## src/rtl/crypto_path_sequencer_pkg.sv

```systemverilog
// Shared types for the RSA path sequencer: widths, path FSM states, side-FIFO entry.
package crypto_pkg;

  localparam int DEF_MSG_W = 64;
  localparam int DEF_HDR_W = 32;

  typedef enum logic [1:0] {
    IDLE       = 2'b00,
    LOADED     = 2'b01,
    RUN        = 2'b10,
    RUN_LOADED = 2'b11
  } path_state_t;

  typedef struct packed {
    logic [DEF_HDR_W-1:0] hdr;
    logic [DEF_MSG_W-1:0] raw;
  } side_entry_t;

  function automatic logic is_loaded(input path_state_t s);
    return (s == LOADED) || (s == RUN_LOADED);
  endfunction

  function automatic logic is_running(input path_state_t s);
    return (s == RUN) || (s == RUN_LOADED);
  endfunction

endpackage

```

## src/rtl/crypto_path_sequencer_side_fifo.sv

```systemverilog
// Small synchronous FIFO carrying {hdr, raw} past the engine.
module side_fifo #(
  parameter int WIDTH = 96,
  parameter int DEPTH = 2
) (
  input  logic             clk_in,
  input  logic             rst_in,
  input  logic             push_in,
  input  logic             pop_in,
  input  logic [WIDTH-1:0] wdata_in,
  output logic [WIDTH-1:0] rdata_out,
  output logic             full_out,
  output logic             empty_out
);

  localparam int AW = $clog2(DEPTH);

  logic [WIDTH-1:0] mem_q [DEPTH];
  logic [AW-1:0]    wptr_q;
  logic [AW-1:0]    rptr_q;
  logic [AW:0]      cnt_q;
  logic             do_push;
  logic             do_pop;

  assign full_out  = (cnt_q == DEPTH[AW:0]);
  assign empty_out = (cnt_q == '0);
  assign do_push   = push_in & ~full_out;
  assign do_pop    = pop_in & ~empty_out;
  assign rdata_out = mem_q[rptr_q];

  // Pointers wrap naturally because DEPTH is a power of two
  always_ff @(posedge clk_in or posedge rst_in) begin
    if (rst_in) begin
      wptr_q <= '0;
      rptr_q <= '0;
      cnt_q  <= '0;
    end else begin
      if (do_push) wptr_q <= wptr_q + 1'b1;
      if (do_pop)  rptr_q <= rptr_q + 1'b1;
      cnt_q <= cnt_q + {{AW{1'b0}}, do_push}
                     - {{AW{1'b0}}, do_pop};
    end
  end

  always_ff @(posedge clk_in) begin
    if (do_push) mem_q[wptr_q] <= wdata_in;
  end

endmodule

```

## src/rtl/crypto_path_sequencer.sv

```systemverilog
// NUM_PATHS independent src -> mod_exponent -> sink paths.
// Optional PATH_STATS_EN adds per-path sink handshake counters.
module crypto_path_sequencer
  import crypto_pkg::*;
#(
  parameter int MSG_W      = DEF_MSG_W,
  parameter int HDR_W      = DEF_HDR_W,
  parameter int NUM_PATHS  = 2,
  parameter int SIDE_DEPTH = 2
) (
  input  logic                       clk_in,
  input  logic                       rst_in,
  input  logic                       setup_done_in,
  input  logic [NUM_PATHS-1:0]       src_valid_in,
  output logic [NUM_PATHS-1:0]       src_ready_out,
  input  logic [NUM_PATHS*MSG_W-1:0] src_msg_in,
  input  logic [NUM_PATHS*HDR_W-1:0] src_hdr_in,
  output logic [NUM_PATHS-1:0]       eng_start_out,
  output logic [NUM_PATHS*MSG_W-1:0] eng_msg_out,
  input  logic [NUM_PATHS-1:0]       eng_busy_in,
  input  logic [NUM_PATHS-1:0]       eng_done_in,
  input  logic [NUM_PATHS*MSG_W-1:0] eng_res_in,
  output logic [NUM_PATHS-1:0]       eng_ready_out,
  output logic [NUM_PATHS-1:0]       snk_valid_out,
  input  logic [NUM_PATHS-1:0]       snk_ready_in,
  output logic [NUM_PATHS*MSG_W-1:0] snk_res_out,
  output logic [NUM_PATHS*MSG_W-1:0] snk_raw_out,
  output logic [NUM_PATHS*HDR_W-1:0] snk_hdr_out,
  output logic [NUM_PATHS-1:0]       err_out
`ifdef PATH_STATS_EN
  ,
  output logic [NUM_PATHS*16-1:0]    stat_cnt_out
`endif
);

  localparam int EW = HDR_W + MSG_W;

  for (genvar p = 0; p < NUM_PATHS; p++) begin : g_path
    path_state_t      state_q, state_d;
    logic [MSG_W-1:0] in_msg_q, res_q, raw_q;
    logic [HDR_W-1:0] hdr_q;
    logic             snk_valid_q, err_q;
    logic [EW-1:0]    fifo_rdata;
    logic             fifo_full, fifo_empty;
    logic             in_valid, inflight;
    logic             accept, issue, finish, fill, drain;

    assign in_valid = is_loaded(state_q);
    assign inflight = is_running(state_q);

    assign src_ready_out[p] = setup_done_in & ~in_valid & ~fifo_full;
    assign accept = src_valid_in[p] & src_ready_out[p];
    assign issue  = in_valid & ~inflight & ~eng_busy_in[p];
    assign eng_ready_out[p] = ~snk_valid_q | snk_ready_in[p];
    assign finish = eng_done_in[p] & eng_ready_out[p];
    assign fill   = finish & ~fifo_empty;
    assign drain  = snk_valid_q & snk_ready_in[p];

    always_comb begin
      state_d = state_q;
      unique case (state_q)
        IDLE:       if (accept) state_d = LOADED;
        LOADED:     if (issue) state_d = RUN;
        RUN: begin
          if (finish)      state_d = accept ? LOADED : IDLE;
          else if (accept) state_d = RUN_LOADED;
        end
        RUN_LOADED: if (finish) state_d = LOADED;
        default:    state_d = IDLE;
      endcase
    end

    always_ff @(posedge clk_in or posedge rst_in) begin
      if (rst_in) begin
        state_q     <= IDLE;
        in_msg_q    <= '0;
        res_q       <= '0;
        raw_q       <= '0;
        hdr_q       <= '0;
        snk_valid_q <= 1'b0;
        err_q       <= 1'b0;
      end else begin
        state_q <= state_d;
        if (accept) in_msg_q <= src_msg_in[p*MSG_W +: MSG_W];
        if (fill) begin
          res_q          <= eng_res_in[p*MSG_W +: MSG_W];
          {hdr_q, raw_q} <= fifo_rdata;
          snk_valid_q    <= 1'b1;
        end else if (drain) begin
          snk_valid_q <= 1'b0;
        end
        // A result with no matching side entry is unrecoverable
        if (finish & fifo_empty) err_q <= 1'b1;
      end
    end

    side_fifo #(
      .WIDTH (EW),
      .DEPTH (SIDE_DEPTH)
    ) u_side (
      .clk_in    (clk_in),
      .rst_in    (rst_in),
      .push_in   (accept),
      .pop_in    (finish),
      .wdata_in  ({src_hdr_in[p*HDR_W +: HDR_W],
                   src_msg_in[p*MSG_W +: MSG_W]}),
      .rdata_out (fifo_rdata),
      .full_out  (fifo_full),
      .empty_out (fifo_empty)
    );

    assign eng_start_out[p]              = issue;
    assign eng_msg_out[p*MSG_W +: MSG_W] = in_msg_q;
    assign snk_valid_out[p]              = snk_valid_q;
    assign snk_res_out[p*MSG_W +: MSG_W] = res_q;
    assign snk_raw_out[p*MSG_W +: MSG_W] = raw_q;
    assign snk_hdr_out[p*HDR_W +: HDR_W] = hdr_q;
    assign err_out[p]                    = err_q;

`ifdef PATH_STATS_EN
    logic [15:0] stat_q;
    always_ff @(posedge clk_in or posedge rst_in) begin
      if (rst_in)     stat_q <= '0;
      else if (drain) stat_q <= stat_q + 16'd1;
    end
    assign stat_cnt_out[p*16 +: 16] = stat_q;
`endif
  end

endmodule

```

## config.mk

```make
export PLATFORM = sky130hd
export DESIGN_NAME = crypto_path_sequencer
export DESIGN_NICKNAME = d
export VERILOG_FILES = /design/src/rtl/crypto_path_sequencer_pkg.sv /design/src/rtl/crypto_path_sequencer_side_fifo.sv /design/src/rtl/crypto_path_sequencer.sv
export SDC_FILE = /design/constraint.sdc
export NUM_CORES = 1
export LEC_CHECK = 0
export BUFFER_PORTS_ARGS = -buffer_cell sky130_fd_sc_hd__buf_4
export CAP_MARGIN = 20
export CORE_AREA = 2 2 308 310
export DETAILED_ROUTE_END_ITERATION = 8
export DIE_AREA = 0 0 310 312
export PLACE_DENSITY_LB_ADDON = 0.25
export SETUP_SLACK_MARGIN = 0.15
export SLEW_MARGIN = 15
export SYNTH_ARGS = -nofsm -noshare
export SYNTH_HDL_FRONTEND = slang
export SYNTH_SLANG_ARGS = --single-unit
```

## constraint.sdc

```tcl
create_clock -name clk_in -period 15.75 [get_ports clk_in]
set_clock_uncertainty 0.15 [all_clocks]
set_input_delay 0 -clock clk_in [delete_from_list [all_inputs] [get_ports clk_in]]
set_output_delay 0 -clock clk_in [all_outputs]
set_load 0.005 [all_outputs]
```

==> results.rst, run 1 <==
.. list-table::
   :header-rows: 1

   * - Metric
     - Value
   * - Top layer used by detailed routing
     - met5
   * - CP max-delay cell
     - sky130_fd_sc_hd__buf_4
   * - Worst Setup SP
     - g_path[0].u_side.cnt_q[1]
   * - Largest fanout on the critical path
     - 108
   * - Relative slew margins
     - 29.2%
   * - VDD IR-drop max
     - 0.117 mV
   * - Root buf cell
     - sky130_fd_sc_hd__clkbuf_16
   * - Port buffer count
     - 788
   * - Total CTS buffers
     - 91
   * - Cell count after placement
     - 3821
   * - Total count of hold-check failures in the final report
     - 0
   * - Final setup violating endpoints
     - 0
   * - Detailed-route via count
     - 20900
   * - Synthesis Warnings
     - 0
   * - Routed length on met1
     - 34.7 mm
   * - Gr usage total
     - 18.7%
   * - Crit Reg-Reg Endpoint
     - g_path[0].raw_q[3]
   * - Leakage power
     - 20.7 nW
   * - Commonest cells in the synthesized netlist
     - sky130_fd_sc_hd__dfrtp_1 (464), sky130_fd_sc_hd__edfxtp_1 (384), sky130_fd_sc_hd__o21ai_0 (196), sky130_fd_sc_hd__mux2i_1 (194), sky130_fd_sc_hd__nand2_1 (194)
   * - DP Worst Slack
     - 12.01 ns
   * - Slowest stage delay, CP
     - 0.86 ns
   * - Unrepaired setup endpoints after global routing
     - no
   * - Initial core utilization
     - 33.4%
   * - Site row count
     - 112
   * - Arrival time of the worst setup path
     - 4.06 ns
   * - Post-Syn Nets
     - 2202
   * - Register bit total from synthesis
     - 848
   * - Asr flop ratio synth
     - 54.7%
   * - Total die area
     - 96700 um^2
   * - Area inside the core boundary
     - 93000 um^2
   * - Clock tree from TritonCTS
     - done
   * - Number of buffers on the longest clock path
     - 3
   * - Tcrit/Tclk final
     - 23.7%
   * - Worst setup EP type
     - flip-flop
   * - # resized after CTS
     - 0
   * - Dominant cell type by count on the critical path
     - sky130_fd_sc_hd__buf_4
   * - Count of flip-flops with a built-in enable after synthesis
     - 384
   * - Maximum number of pins on one net before global-route repair
     - 149
   * - WS Path Type
     - flip-flop to flip-flop
   * - Core Util, Final
     - 51.3%
   * - Cell with the most instances after synthesis
     - sky130_fd_sc_hd__dfrtp_1
   * - Die height
     - 312 um
   * - Antenna-violating nets left
     - 0
   * - Residual overflow from global routing
     - 0
   * - IO Pins
     - 789
   * - Remaining DRCs
     - 0
   * - Part of the Yosys area used for sequential elements
     - 74.5%
   * - Average wire length per cell after detail routing
     - 19.9 um
   * - FMAX
     - 268 MHz
   * - Worst reg2reg path startpoint
     - g_path[0].u_side.cnt_q[1]
   * - Family with the most delay on the worst path
     - buffers and inverters
   * - Clk slew on worst S/H paths
     - 0.06 ns
   * - Top cell type's share of synthesized area
     - 37.4%
   * - Global-route wire length before repair
     - 138 mm
   * - Type of the tightest min-delay check
     - input pin to flip-flop
   * - Detailed Place HPWL
     - 59.7 mm
   * - Result of the run
     - finished clean
   * - Iteration-0 DRC count of the detailed router
     - 1057
   * - Critical Path, Cell by Cell
     - nor2_1, nand3b_4, buf_4, buf_4, o21ai_0
   * - Final-stage net count
     - 3645
   * - Clock sink count
     - 848
   * - Overall routed net length
     - 92.4 mm
   * - Most common flop cell mapped by yosys
     - sky130_fd_sc_hd__dfrtp_1
   * - Hold-critical path depth
     - 3
   * - DR pass1 iterations
     - 5
   * - Crit. path cell count
     - 5
   * - Post-synth design cell area
     - 31100 um^2
   * - Startpoint Class
     - flip-flop
   * - Number of non-filler instances in the completed layout
     - 4641
   * - Synth-to-layout area growth
     - 53.5%
   * - Number of pins exceeding their max-slew limit in the final report
     - 0
   * - End point of the most critical hold path
     - g_path[1].in_msg_q[16]
   * - Routed length on met3
     - 7.62 mm
   * - Final worst slack
     - 12.01 ns
   * - Final estimated routing congestion in global placement
     - 0.812
   * - Leading cell types by total area after synthesis
     - sky130_fd_sc_hd__dfrtp_1 (37%), sky130_fd_sc_hd__edfxtp_1 (37%), sky130_fd_sc_hd__mux2_2 (7.0%), sky130_fd_sc_hd__mux2i_1 (6.2%), sky130_fd_sc_hd__o21ai_0 (3.2%)
   * - Die width
     - 310 um
   * - Max Cap Viol
     - 0
   * - Critical path buffers and inverters
     - 2
   * - Sum Neg Setup Slack
     - 0 ns
   * - Via count of the first global-routing pass
     - 22800
   * - Htree depth
     - 3
   * - Power per cell area
     - 175 nW/um^2
   * - Worst-Margin Slew
     - 1.06 ns
   * - R2R depth
     - 5
   * - Worst Path Required
     - 16.08 ns
   * - Count of distinct cell types in the synthesized netlist
     - 30
   * - Synthesized netlist cell count
     - 1859
   * - Routed vias/inst
     - 4.49
   * - Yosys top cell by area
     - sky130_fd_sc_hd__dfrtp_1
   * - Later-pin clock latency in the skew report
     - 0.65 ns
   * - Antenna violations before repair
     - 15
   * - Synth Area per Inst
     - 16.7 um^2
   * - Share of final-layout standard cells stronger than drive strength 1
     - 36.2%
   * - Min Tclk post-route
     - 3.74 ns
   * - Met2 wire length
     - 46.4 mm
   * - R2R setup slack
     - 12.01 ns
   * - Startpoint of the lowest-slack hold path
     - src_msg_in[80]
## kinds of logic (layout without fill, tap and decap cells)
kind of cell	after synthesis	in the layout	share of synthesized area (%)
flops	848	848	74.5
mux	450	450	16.3
simple gates	222	222	3.03
compound gates	206	206	3.45
buf+inv	113	1634	2.05
fa+ha+maj	12	12	0.483
xor+xnor	8	8	0.225
other cells	0	7	0
## worst register-to-register path: stages (launching register included)
cell                       delay (ns)
sky130_fd_sc_hd__dfrtp_1         0.40
sky130_fd_sc_hd__nor2_1          0.19
sky130_fd_sc_hd__nand3b_4        0.75
sky130_fd_sc_hd__buf_4           0.82
sky130_fd_sc_hd__buf_4           0.89
sky130_fd_sc_hd__o21ai_0         0.34
## per-layer routing
layer,up-vias,track usage [%]
li1,9588,-
met1,10400,20.6
met3,186,6.32
met4,8,8.34
met2,692,32.6
met5,-,0.0990
## how the worst max path moves through the flow
stage,endpoint
floorplan,g_path[0].err_q
CTS,g_path[0].raw_q[3]
finish,g_path[0].raw_q[3]
global placement,g_path[0].res_q[3]
global route,g_path[0].raw_q[58]
detailed placement,g_path[0].res_q[3]
## state kept, by name, summed over array words and instances (netlist names)
name and count:
g_path.err_q 2, g_path.hdr_q 64, g_path.in_msg_q 128, g_path.raw_q 128, g_path.res_q 128, g_path.snk_valid_q 2
g_path.state_q 4, g_path.u_side.cnt_q 4, g_path.u_side.mem_q 384, g_path.u_side.rptr_q 2, g_path.u_side.wptr_q 2
## placed cells by master, fill, tap and decap left out, drive strengths merged, types with 12 or more instances in the layout
| master | synthesis | final |
|---|---|---|
| edfxtp | 384 | 384 |
| buf | 80 | 807 |
| dfrtp | 464 | 464 |
| mux2i | 194 | 194 |
| o21ai | 196 | 196 |
| nand2 | 196 | 196 |
| clkinv | 0 | 21 |
| dlygate4sd3 | 0 | 641 |
| ha | 12 | 12 |
| inv | 15 | 21 |
| clkbuf | 18 | 134 |
| mux2 | 256 | 256 |
## through the flow
stage,area (um^2),power (mW),hold WS (ns)
floorplan,31100,4.65,-0.0511
global placement,38200,6.05,0.0374
detailed placement,38200,6.12,0.0387
CTS,47600,8.44,0.00128
global route,47700,8.82,0.0266
finish,47700,8.36,0.0416
## area by class of cell
class / count / area [um^2]
Fill cell: 7701 / 45400
Sequential cell: 848 / 23100
Timing Repair Buffer: 1448 / 12500
Multi-Input combinational cell: 898 / 7330
Clock buffer: 134 / 2650
Tap cell: 1254 / 1570
Clock inverter: 37 / 404
Inverter: 15 / 63.8
Antenna cell: 7 / 17.5
## repair_timing
| action | 4_1_cts | 5_1_grt |
|---|---|---|
| hold endpoints to repair | 848 | 0 |
| buffers inserted | 0 | 0 |
| setup endpoints to repair | 0 | 0 |
| hold buffers | 641 | 0 |
## power by group
group / switching, mW / internal (mW)
sequential: 0.457 / 3.05
combinational: 1.18 / 1.52
clock: 0.894 / 1.26
total: 2.53 / 5.84
(Power assumes the default switching activity.)
==> inputs of run 2 (changes only) <==
==> constraint.sdc (replaced) <==
create_clock -name clk_in -period 3 [get_ports clk_in]
set_clock_uncertainty 0.15 [all_clocks]
set_input_delay 0 -clock clk_in [delete_from_list [all_inputs] [get_ports clk_in]]
set_output_delay 0 -clock clk_in [all_outputs]
set_load 0.005 [all_outputs]
==> results.rst, run 2 (synthesized netlist as in run 1, its figures left out) <==
.. list-table::
   :header-rows: 1

   * - Metric
     - Value
   * - Relative slew margins
     - 45.3% (was 29.2%)
   * - Worst Path Required
     - 3.38 ns (was 16.08 ns)
   * - Total CTS buffers
     - 90 (was 91)
   * - Via count of the first global-routing pass
     - 23200 (was 22800)
   * - Min Tclk post-route
     - 2.40 ns (was 3.74 ns)
   * - Slowest stage delay, CP
     - 0.58 ns (was 0.86 ns)
   * - Detailed Place HPWL
     - 59.4 mm (was 59.7 mm)
   * - Die width
     - 310 um (unchanged)
   * - Root buf cell
     - sky130_fd_sc_hd__clkbuf_16 (unchanged)
   * - Overall routed net length
     - 92.7 mm (was 92.4 mm)
   * - Htree depth
     - 3 (unchanged)
   * - Residual overflow from global routing
     - 0 (unchanged)
   * - Later-pin clock latency in the skew report
     - 0.67 ns (was 0.65 ns)
   * - Critical Path, Cell by Cell
     - nor2_1, nand3b_4, buf_12, mux2_2, dlygate4sd3_1 (was nor2_1, nand3b_4, buf_4, buf_4, o21ai_0)
   * - R2R depth
     - 5 (unchanged)
   * - Site row count
     - 112 (unchanged)
   * - Leakage power
     - 21.2 nW (was 20.7 nW)
   * - Sum Neg Setup Slack
     - 0 ns (unchanged)
   * - Total count of hold-check failures in the final report
     - 0 (unchanged)
   * - Share of final-layout standard cells stronger than drive strength 1
     - 36.4% (was 36.2%)
   * - Register with the most flip-flops
     - g_path.u_side.mem_q (unchanged)
   * - Number of buffers on the longest clock path
     - 3 (unchanged)
   * - Switching fraction of total power
     - 30.0% (was 30.2%)
   * - Largest fanout on the critical path
     - 83 (was 108)
   * - Total die area
     - 96700 um^2 (unchanged)
   * - Clock tree from TritonCTS
     - done (unchanged)
   * - Final setup violating endpoints
     - 0 (unchanged)
   * - Result of the run
     - finished clean (unchanged)
   * - Iteration-0 DRC count of the detailed router
     - 966 (was 1057)
   * - Number of non-filler instances in the completed layout
     - 4716 (was 4641)
   * - Most common cell after layout, fill and taps aside
     - sky130_fd_sc_hd__buf_4 (unchanged)
   * - Met3 Usage GRT
     - 4.92% (was 6.32%)
   * - DR pass1 iterations
     - 5 (unchanged)
   * - Average wire length per cell after detail routing
     - 19.7 um (was 19.9 um)
   * - Worst Setup SP
     - g_path[1].u_side.cnt_q[1] (was g_path[0].u_side.cnt_q[1])
   * - Clk slew on worst S/H paths
     - 0.06 ns (about the same)
   * - Port buffer count
     - 788 (unchanged)
   * - Type of the tightest min-delay check
     - input pin to flip-flop (unchanged)
   * - Clock sink count
     - 848 (unchanged)
   * - Gr usage total
     - 18.8% (was 18.7%)
   * - Hold-critical path depth
     - 3 (unchanged)
   * - Antenna-violating nets left
     - 0 (unchanged)
   * - Worst setup EP type
     - flip-flop (unchanged)
   * - Detailed-route via count
     - 21200 (was 20900)
   * - Max Cap Viol
     - 0 (unchanged)
   * - IO Pins
     - 789 (unchanged)
   * - Startpoint of the lowest-slack hold path
     - eng_res_in[84] (was src_msg_in[80])
   * - Critical path buffers and inverters
     - 2 (unchanged)
   * - Worst-Margin Slew
     - 0.820 ns (was 1.06 ns)
   * - Final-stage net count
     - 3722 (was 3645)
   * - Cell internal pwr
     - 31.4 mW (was 5.84 mW)
   * - Met2 track demand over resource in global routing
     - 33.2% (was 32.6%)
   * - Relative contribution of sequential cells to total power
     - 40.8% (was 42.0%)
   * - FMAX
     - 416 MHz (was 268 MHz)
   * - Remaining DRCs
     - 0 (unchanged)
   * - R2R setup slack
     - 0.60 ns (was 12.01 ns)
   * - Global-route wire length before repair
     - 139 mm (was 138 mm)
   * - Routed vias/inst
     - 4.50 (was 4.49)
   * - Switching Power
     - 13.4 mW (was 2.53 mW)
   * - Antenna violations before repair
     - 7 (was 15)
   * - Critical Path End
     - g_path[1].res_q[12] (was g_path[0].raw_q[3])
   * - VDD IR-drop max
     - 0.514 mV (was 0.117 mV)
   * - Met1 Usage GRT
     - 20.6% (about the same)
   * - Combinational group share of total power
     - 33.5% (was 32.3%)
   * - Unrepaired setup endpoints after global routing
     - no (unchanged)
   * - Number of pins exceeding their max-slew limit in the final report
     - 0 (unchanged)
   * - Crit. path cell count
     - 5 (unchanged)
   * - Initial core utilization
     - 33.4% (unchanged)
   * - WS Path Type
     - flip-flop to flip-flop (unchanged)
   * - Arrival time of the worst setup path
     - 2.78 ns (was 4.06 ns)
   * - Min Hold Slack
     - 0.0496 ns (was 0.0416 ns)
   * - Overall power after layout
     - 44.9 mW (was 8.36 mW)
   * - Synth-to-layout area growth
     - 56.7% (was 53.5%)
   * - Tcrit/Tclk final
     - 80.2% (was 23.7%)
   * - Crit Reg-Reg Endpoint
     - g_path[1].res_q[12] (was g_path[0].raw_q[3])
   * - Maximum number of pins on one net before global-route repair
     - 97 (was 149)
   * - Worst reg2reg path startpoint
     - g_path[1].u_side.cnt_q[1] (was g_path[0].u_side.cnt_q[1])
   * - Commonest cells after routing, fill and taps aside
     - sky130_fd_sc_hd__buf_4 (810), sky130_fd_sc_hd__dlygate4sd3_1 (697), sky130_fd_sc_hd__dfrtp_1 (462), sky130_fd_sc_hd__edfxtp_1 (384), sky130_fd_sc_hd__o21ai_0 (196) (was sky130_fd_sc_hd__buf_4 (805), sky130_fd_sc_hd__dlygate4sd3_1 (641), sky130_fd_sc_hd__dfrtp_1 (462), sky130_fd_sc_hd__edfxtp_1 (384), sky130_fd_sc_hd__o21ai_0 (196))
   * - Die height
     - 312 um (unchanged)
   * - Area inside the core boundary
     - 93000 um^2 (unchanged)
   * - Family with the most delay on the worst path
     - buffers and inverters (unchanged)
   * - Startpoint Class
     - flip-flop (unchanged)
   * - Power per cell area
     - 921 nW/um^2 (was 175 nW/um^2)
   * - Part of the total power dissipated in the clock network
     - 25.7% (about the same)
   * - Cell count after placement
     - 3844 (was 3821)
   * - Busiest grt layer
     - met2 (unchanged)
   * - Flip-flop count of the largest register after layout
     - 384 (unchanged)
   * - Final estimated routing congestion in global placement
     - 0.776 (was 0.812)
   * - CP max-delay cell
     - sky130_fd_sc_hd__dlygate4sd3_1 (was sky130_fd_sc_hd__buf_4)
run 2: cell types whose count changed in the layout (fill, tap and decap cells not counted), moves of 4 or more:
| cell | delta |
|---|---|
| sky130_fd_sc_hd__clkbuf_8 | -8 |
| sky130_fd_sc_hd__bufinv_16 | +5 |
| sky130_fd_sc_hd__buf_4 | +5 |
| sky130_fd_sc_hd__clkbuf_1 | -5 |
| sky130_fd_sc_hd__buf_12 | +18 |
| sky130_fd_sc_hd__dlygate4sd3_1 | +56 |
| sky130_fd_sc_hd__ha_1 | -4 |
| sky130_fd_sc_hd__clkinv_2 | +6 |
run 2: how the worst min path moves through the flow:
| stage | to | slack (ns) |
|---|---|---|
| final | g_path[1].res_q[20] | 0.05 |
| after global routing | g_path[1].res_q[58] | 0.03 |
| after CTS | g_path[1].res_q[20] | 0.001 |
| after detailed placement | g_path[0].raw_q[50] | -0.05 |
| after global placement | g_path[0].raw_q[50] | -0.04 |
| after floorplan | g_path[0].u_side.mem_q[0][0] | -0.05 |
run 2: layout make-up:
type	instances	area [um^2]
multi-input cells	898	7360
clock buffers	120	2500
inverters	15	60.1
well taps	1254	1570
diodes	5	12.5
clock inverters	50	601
repair buffers	1526	13400
flip-flops and latches	848	23100
fillers	7696	44400
run 2: per-stage QoR:
| stage | cell area (um^2) | utilization [%] | setup slack [ns] |
|---|---|---|---|
| after floorplan | 31100 | - | -3.43 |
| after global placement | 38600 | 41.5 | 0.785 |
| after detailed placement | 38600 | 41.5 | 0.752 |
| after CTS | 48700 | 52.3 | 0.602 |
| after global routing | 48700 | 52.3 | 0.485 |
| final | 48700 | 52.3 | 0.595 |
run 2: metal layers:
layer | up-vias | part of all wire, %
li1 | 9759 | -
met1 | 10600 | 37
met2 | 650 | 51
met3 | 259 | 6.0
met4 | 6 | 5.6
met5 | - | 0.043
run 2: repair_timing:
item,CTS,global route
resized for setup,0,0
setup buffers,0,0
setup endpoints to repair,0,0
hold buffers,697,0
hold endpoints to repair,1576,0
run 2: power by group through the flow:
stage	Combinational, mW	Clock (mW)	Sequential, mW
finish	15.0	11.5	18.3
global placement	13.6	0	18.3
floorplan	6.29	0	18.1
global route	16.2	12.3	18.7
CTS	15.1	11.8	18.2
detailed placement	13.9	0	18.4
run 2: worst reg2reg max path, cell delays in order, from the launching register on:
cell and delay [ns]:
sky130_fd_sc_hd__dfrtp_1 0.40, sky130_fd_sc_hd__nor2_1 0.15, sky130_fd_sc_hd__nand3b_4 0.19, sky130_fd_sc_hd__buf_12 0.31, sky130_fd_sc_hd__mux2_2 0.50, sky130_fd_sc_hd__dlygate4sd3_1 0.58
